`src/rtl/ram_fifo_pkg.sv`:
```
// Shared definitions for the RAM-backed FIFO controller.
// Latency: n/a (types and constants only).
// Backpressure: n/a.
//
// Contents: default geometry, RAM op select enum and output-stage enum.
package ram_fifo_pkg;

    localparam int RAM_FIFO_ADDR_W = 4;
    localparam int RAM_FIFO_DATA_W = 8;

    // Which operation owns the shared RAM address port this cycle.
    typedef enum logic [1:0] {
        OP_IDLE = 2'd0,
        OP_WR   = 2'd1,
        OP_RD   = 2'd2
    } op_e;

    // Output stage: holds the head entry presented on pop_data.
    typedef enum logic {
        OUT_EMPTY = 1'b0,
        OUT_FULL  = 1'b1
    } out_state_e;

endpackage

```
`src/rtl/ram_fifo_ctrl.sv`:
```
// FIFO controller driving a single-port synchronous RAM plus a one-entry output stage.
// Latency: push accepted in t -> ram_rd in t+1 -> pop_valid in t+2; pops every 2 cycles
//          (every cycle when RAM_FIFO_LOOKAHEAD_EN is defined).
// Backpressure: push_ready drops when the RAM is full or a read owns the address port.
//
// Ports:
//   clk, rst (synchronous, active-high), flush (synchronous clear of FIFO state)
//   push_valid/push_ready/push_data : producer handshake
//   pop_valid/pop_ready/pop_data    : consumer handshake, pop_data wired from ram_dout
//   level                           : entries held, RAM plus output stage (0..DEPTH+1)
//   ram_rd/ram_wr/ram_addr/ram_din/ram_dout : RAM strobe interface
// Build option: define RAM_FIFO_LOOKAHEAD_EN to let a pop handshake trigger the next
// RAM read in the same cycle (adds pop_ready -> ram_rd/ram_addr/push_ready paths).
module ram_fifo_ctrl
    import ram_fifo_pkg::*;
#(
    parameter int ADDR_W = RAM_FIFO_ADDR_W,
    parameter int DATA_W = RAM_FIFO_DATA_W
) (
    input  logic              clk,
    input  logic              rst,
    input  logic              flush,
    input  logic              push_valid,
    input  logic [DATA_W-1:0] push_data,
    output logic              push_ready,
    output logic              pop_valid,
    output logic [DATA_W-1:0] pop_data,
    input  logic              pop_ready,
    output logic [ADDR_W:0]   level,
    output logic              ram_rd,
    output logic              ram_wr,
    output logic [ADDR_W-1:0] ram_addr,
    output logic [DATA_W-1:0] ram_din,
    input  logic [DATA_W-1:0] ram_dout
);

    localparam int DEPTH = 2**ADDR_W;
    localparam logic [ADDR_W:0] FULL_CNT = (ADDR_W+1)'(DEPTH);

    logic [ADDR_W-1:0] wr_ptr;
    logic [ADDR_W-1:0] rd_ptr;
    logic [ADDR_W:0]   ram_count;
    out_state_e        out_state;
    out_state_e        out_state_nxt;
    op_e               op;
    logic              blocked;
    logic              ram_empty;
    logic              ram_full;
    logic              rd_want;

    // Reset or flush cycles issue no RAM ops and accept nothing; holding push_ready
    // low during flush keeps the producer from believing a discarded push landed.
    assign blocked   = rst | flush;
    assign ram_empty = (ram_count == '0);
    assign ram_full  = (ram_count == FULL_CNT);
    assign pop_valid = (out_state == OUT_FULL);

`ifdef RAM_FIFO_LOOKAHEAD_EN
    // Refill the output stage in the same cycle it is being drained.
    assign rd_want = !ram_empty && (!pop_valid || pop_ready);
`else
    // Read decision depends on registered state only.
    assign rd_want = !ram_empty && !pop_valid;
`endif

    // One RAM op per cycle; read wins so the output stage never starves.
    always_comb begin
        op = OP_IDLE;
        if (!blocked) begin
            if (rd_want) begin
                op = OP_RD;
            end else if (push_valid && !ram_full) begin
                op = OP_WR;
            end
        end
    end

    assign push_ready = !blocked && (op != OP_RD) && !ram_full;
    assign ram_rd     = (op == OP_RD);
    assign ram_wr     = (op == OP_WR);
    assign ram_addr   = (op == OP_RD) ? rd_ptr : wr_ptr;
    assign ram_din    = push_data;
    assign pop_data   = ram_dout;
    assign level      = ram_count + {{ADDR_W{1'b0}}, pop_valid};

    // Output stage next state: a read always fills it (even while being popped),
    // otherwise a pop handshake empties it.
    always_comb begin
        out_state_nxt = out_state;
        if (op == OP_RD) begin
            out_state_nxt = OUT_FULL;
        end else if (pop_valid && pop_ready) begin
            out_state_nxt = OUT_EMPTY;
        end
    end

    always_ff @(posedge clk) begin
        if (rst || flush) begin
            out_state <= OUT_EMPTY;
        end else begin
            out_state <= out_state_nxt;
        end
    end

    // Pointers wrap naturally at DEPTH.
    always_ff @(posedge clk) begin
        if (rst || flush) begin
            wr_ptr    <= '0;
            rd_ptr    <= '0;
            ram_count <= '0;
        end else begin
            case (op)
                OP_WR: begin
                    wr_ptr    <= wr_ptr + 1'b1;
                    ram_count <= ram_count + 1'b1;
                end
                OP_RD: begin
                    rd_ptr    <= rd_ptr + 1'b1;
                    ram_count <= ram_count - 1'b1;
                end
                default: begin
                    wr_ptr    <= wr_ptr;
                    rd_ptr    <= rd_ptr;
                    ram_count <= ram_count;
                end
            endcase
        end
    end

endmodule

```
`config.mk`:
```
export PLATFORM = sky130hd
export DESIGN_NAME = ram_fifo_ctrl
export DESIGN_NICKNAME = d
export VERILOG_FILES = /design/src/rtl/ram_fifo_pkg.sv /design/src/rtl/ram_fifo_ctrl.sv
export SDC_FILE = /design/constraint.sdc
export NUM_CORES = 1
export LEC_CHECK = 0
export CAP_MARGIN = 20
export CORE_AREA = 4 4 54 56
export CTS_BUF_LIST = sky130_fd_sc_hd__clkbuf_2 sky130_fd_sc_hd__clkbuf_4 sky130_fd_sc_hd__clkbuf_8
export CTS_CLUSTER_DIAMETER = 120
export CTS_CLUSTER_SIZE = 30
export DETAILED_ROUTE_END_ITERATION = 12
export DIE_AREA = 0 0 58 60
export MAX_ROUTING_LAYER = met4
export PLACE_DENSITY = 0.8
export SLEW_MARGIN = 10
export SYNTH_ARGS = -nofsm -noshare
export SYNTH_HDL_FRONTEND = slang
export SYNTH_SLANG_ARGS = --single-unit
```
`constraint.sdc`:
```
create_clock -name clk -period 3.2 [get_ports clk]
set_input_delay 0.48 -clock clk [delete_from_list [all_inputs] [get_ports clk]]
set_output_delay 0.48 -clock clk [all_outputs]
set_load 0.005 [all_outputs]
```
### Word level (Yosys, flattened, before mapping)

Cells that the tools add are included.

* register bits after elaboration: 14
* input port bits: 21
* logic and storage cells: 34

* add/subtract/negate cells: 5
* eq/ne operators: 4
* mux-type cells: 7
* bitwise operators: 1
* reductions and logical operators: 13

Operator list (number)
* 5-bit case mux with 2 select lines: 1
* 4-bit by 1-bit adder with 4-bit output (second input constant): 2
* 5-bit by 1-bit adder with 5-bit output: 1
* 5-bit by 1-bit adder with 5-bit output (second input constant): 1
* 5-bit == test (second input constant): 1
* 1-bit logical AND: 5
* 5-bit logical NOT: 1
* 5-bit by 1-bit subtractor with 5-bit output (second input constant): 1
* 1-bit logical NOT: 4
* 2-bit two-way mux: 2
* 4-bit two-way mux: 1
* 2-bit nonzero test: 2
* 1-bit two-way mux: 3
* 2-bit by 1-bit == test with 1-bit output (second input constant): 1
* 2-bit == test (second input constant): 1
* 2-bit inequality test (second input constant): 1
* 1-bit logical OR: 1
* 1-bit OR: 1

### Longest topological paths before layout

* word-level depth: 9
* mapped depth: 10
* depth with buffers taken out: 10

### Least setup slack after synthesis

OpenSTA, ideal clock, no wires.

* path type: input port to output port
* start: input port flush
* end: output port ram_addr[0]
* arrival: 2111 ps
* slack: 609 ps
* stages on the path: 7
* path buffers: 2
* cell sequence: or2_0 -> clkbuf_1 -> or3_1 -> inv_1 -> ha_1 -> buf_2 -> mux2_2

* cells in the longest elaborated chain, start to end: 4

RTL lines
* from (decl): line ram_fifo_ctrl.sv:22 `input logic flush,`
* 1-bit OR: line ram_fifo_ctrl.sv:53 `assign blocked = rst | flush;`
* 2-bit two-way mux: line ram_fifo_ctrl.sv:69 `if (!blocked) begin`
* 2-bit == test
* net ram_rd: line ram_fifo_ctrl.sv:30 `output logic ram_rd,`
* 4-bit two-way mux: line ram_fifo_ctrl.sv:81 `assign ram_addr = (op == OP_RD) ? rd_ptr : wr_ptr;`
* to (decl): line ram_fifo_ctrl.sv:32 `output logic [ADDR_W-1:0] ram_addr,`

The timed path passes the listed nets, and every way through them passes these cells.

### Final worst setup path

* start: input port flush
* end: output port ram_addr[0]

* cells in the longest elaborated chain, start to end: 4

RTL lines (line)
* 1-bit OR: ram_fifo_ctrl.sv:53
* 2-bit two-way mux: ram_fifo_ctrl.sv:69
* 2-bit == test: ram_fifo_ctrl.sv:81
* 4-bit two-way mux: ram_fifo_ctrl.sv:81

No other way between the ends.

==> qor.yml <==
pre_cts_slack_ns: 0.0571
path_cells: "clkdlybuf4s50_1, or2_0, or3_1, inv_1, ha_4, mux2_2, clkdlybuf4s50_1"
hold_violations: 0
p_comb_share_pct: 9.1
drt_iter0_markers: 16
worst_ep_required_time_ns: 2.72
viasPerCell: 5.17
rrSetupSlack_ns: 0.53
diodes: 0
yosys_warnings: 0
cp_common_cell: "clkdlybuf4s50_1"
clock_skew_ns: 0.000484
synth_area_um2: 968
detail-route-antenna-nets: 0
slowest_stage: "clkdlybuf4s50_1"
clkPwrFrac_pct: 38.8
synth_area_leaders: "dfxtp_1 29%, buf_4 12%, ha_1 12%"
synthDistinctLibCells: 30
post-route-min-period_ns: 3.06
hpwl_mm: 1.59
final.setup.tns_ns: 0
nets: 145
tightest_slew_ns: 0.267
max_cap_violations: 0
r2r_end: "ram_count[4]"
setup_ws_ns: 0.145
grt_max_degree: 15
period_share_pct: 95.5
fp-row-count: 18
htreeDepth: 1
synth-async-reset-ratio_pct: 0
vdd_drop_max_uv: 163
synthTopCellsByCount: "16 x buf_4, 15 x nor2_1, 14 x dfxtp_1"
overflow: 0
worstPathArrival_ns: 2.58
synthToLayoutAreaGrowth_pct: 16.1
vias: 739
end_kind: "output pin"
grt_pass1_wl_mm: 3.32
synth_area_leader_cell: "dfxtp_1"
finalSetupViolCount: 0
hold_end: "ram_count[4]"
min-delay-start: "ram_count[4]"
routed_wl_mm: 2.00
worstHoldPathCells: 2
die_w_um: 58
p_sw_share_pct: 22.9
start_kind: "primary input"
fmax_mhz: 327
hold_class: "reg2reg"
drc_errors: 0
synth_edf_count: 0
sequentialPowerShare_pct: 52.0
cts_root_buffer: "clkbuf_4"
p_per_area_mw_per_mm2: 301
cts_tree: "done"
path_clk_slew_ns: 0.09
rsz0062_at_grt: "false"
max_stage_delay_ns: 0.47
die_h_um: 60
fillers: 245
p_int_uw: 261
status: "finished clean"
synth-seq-cells: 14
max-slew-margin-rel_pct: 82.1
wl_per_cell_um: 14.0
avgSynthCellArea_um2: 8.88
drive_gt1_share_pct: 15.9
io_pins: 50
synth_cells: 109
insertion_delay_ns: 0.28
reg2reg_from: "ram_count[0]"
grt_usage_pct: 12.7
initial_core_util_pct: 39.8
place_congestion: 0.784
dieArea_mm2: 0.00348
path_class: "in2out"
grt_pass1_vias: 734
dr.pass1.iters: 4
p_switching_uw: 77.7
reg2reg_depth: 11
antenna_found_initial: 0
syn-num-nets: 140
fp.coreArea_mm2: 0.00243
cts.sinks: 14
port_buffers: 17
p_leak_uw: 0.000484
ys_seq_area_share_pct: 28.9
synth-main-ff-cell: "dfxtp_1"
crit_fanout: 5
holdBufCountCts: 0
numCtsBuffers: 3
clockBufferDepth: 2
yosys.area.top_type_share_pct: 28.9
yosysMostFrequentCell: "buf_4"
maxSlewViolCount: 0
[cells in the final DEF (no fill, tap or decap), types with 3 or more instances in the layout]
cell | netlist | final
a21oi_1 | 4 | 4
clkbuf_4 | 0 | 3
clkdlybuf4s50_1 | 0 | 16
dfxtp_1 | 14 | 12
ha_1 | 9 | 8
inv_1 | 3 | 3
mux2_2 | 4 | 4
mux2i_1 | 3 | 3
nand2_1 | 3 | 3
nand3_1 | 6 | 6
nor2_1 | 15 | 15
xnor2_1 | 5 | 5
xor2_1 | 6 | 6
[metal layers]
| metal | wire, um | vias up | global-route usage, % |
|---|---|---|---|
| met5 | 0 | - | - |
| met4 | 36 | 0 | 5.30 |
| met3 | 131 | 4 | 3.24 |
| met2 | 997 | 25 | 21.9 |
| met1 | 839 | 349 | 13.8 |
| li1 | - | 361 | - |
[repair_timing]
| action | 4_1_cts | 5_1_grt |
|---|---|---|
| endpoints found under the setup margin | 1 | 2 |
| gates resized for setup | 2 | 5 |
| gates cloned | 0 | 0 |
| setup buffers | 0 | 0 |
[cell families (layout without fill, tap and decap cells)]
logic type | after synthesis | in the layout | share of synthesized area [%]
AND/OR/NAND/NOR | 35 | 35 | 18.3
buffers and inverters | 23 | 27 | 15.2
flip-flops | 14 | 14 | 28.9
XOR/XNOR | 11 | 11 | 9.95
adder cells (fa/ha/maj) | 10 | 10 | 13.7
AO/OA/AOI/OAI | 9 | 9 | 6.07
multiplexers | 7 | 7 | 7.75
[critical path, delay by kind of cell]
kind | cells | cell delay, ns
simple gates | 2 | 0.60
fa+ha+maj | 1 | 0.16
mux | 1 | 0.34
buf+inv | 3 | 0.98
[state kept, by name (all words and copies together), names as in the netlist]
register	flops
rd_ptr	4
pop_valid	1
wr_ptr	4
ram_count	5
[metrics by stage]
step	hold slack (ns)	area, um2	total power, uW	util [%]	std cells
after floorplan	0.474	968	211	-	109
after global placement	0.495	1060	209	43.7	139
after detailed placement	0.504	1060	210	43.7	139
after CTS	0.516	1100	339	45.3	143
after global routing	0.564	1120	352	46.2	143
final	0.516	1120	339	46.2	143
[cell type report]
cell class	instances	area [um2]	share of cell area [%]
clock buffer	4	36.3	3.23
tap	30	37.5	3.34
timing repair buffer	20	199	17.7
inverter	3	11.3	1.00
multi-input combinational	72	558	49.6
sequential	14	283	25.1
[power groups by stage]
stage / Sequential (uW) / Combinational (uW) / Clock, uW
3_5_place_dp: 180 / 29.6 / 0
5_1_grt: 177 / 33.7 / 141
6_report: 176 / 31.0 / 132
4_1_cts: 176 / 30.0 / 133
2_1_floorplan: 180 / 31.2 / 0
3_3_place_gp: 180 / 28.3 / 0
[how the worst max path moves through the flow]
stage	start	to	slack, ns	cells past startpoint
after floorplan	flush	ram_addr[0]	0.61	7
after global placement	flush	ram_addr[2]	0.12	7
after detailed placement	flush	ram_addr[0]	0.06	7
after CTS	ram_count[1]	push_ready	0.01	8
after global routing	flush	ram_addr[0]	0.04	7
final	flush	ram_addr[0]	0.14	7
Power figures use the tool's default switching activity.
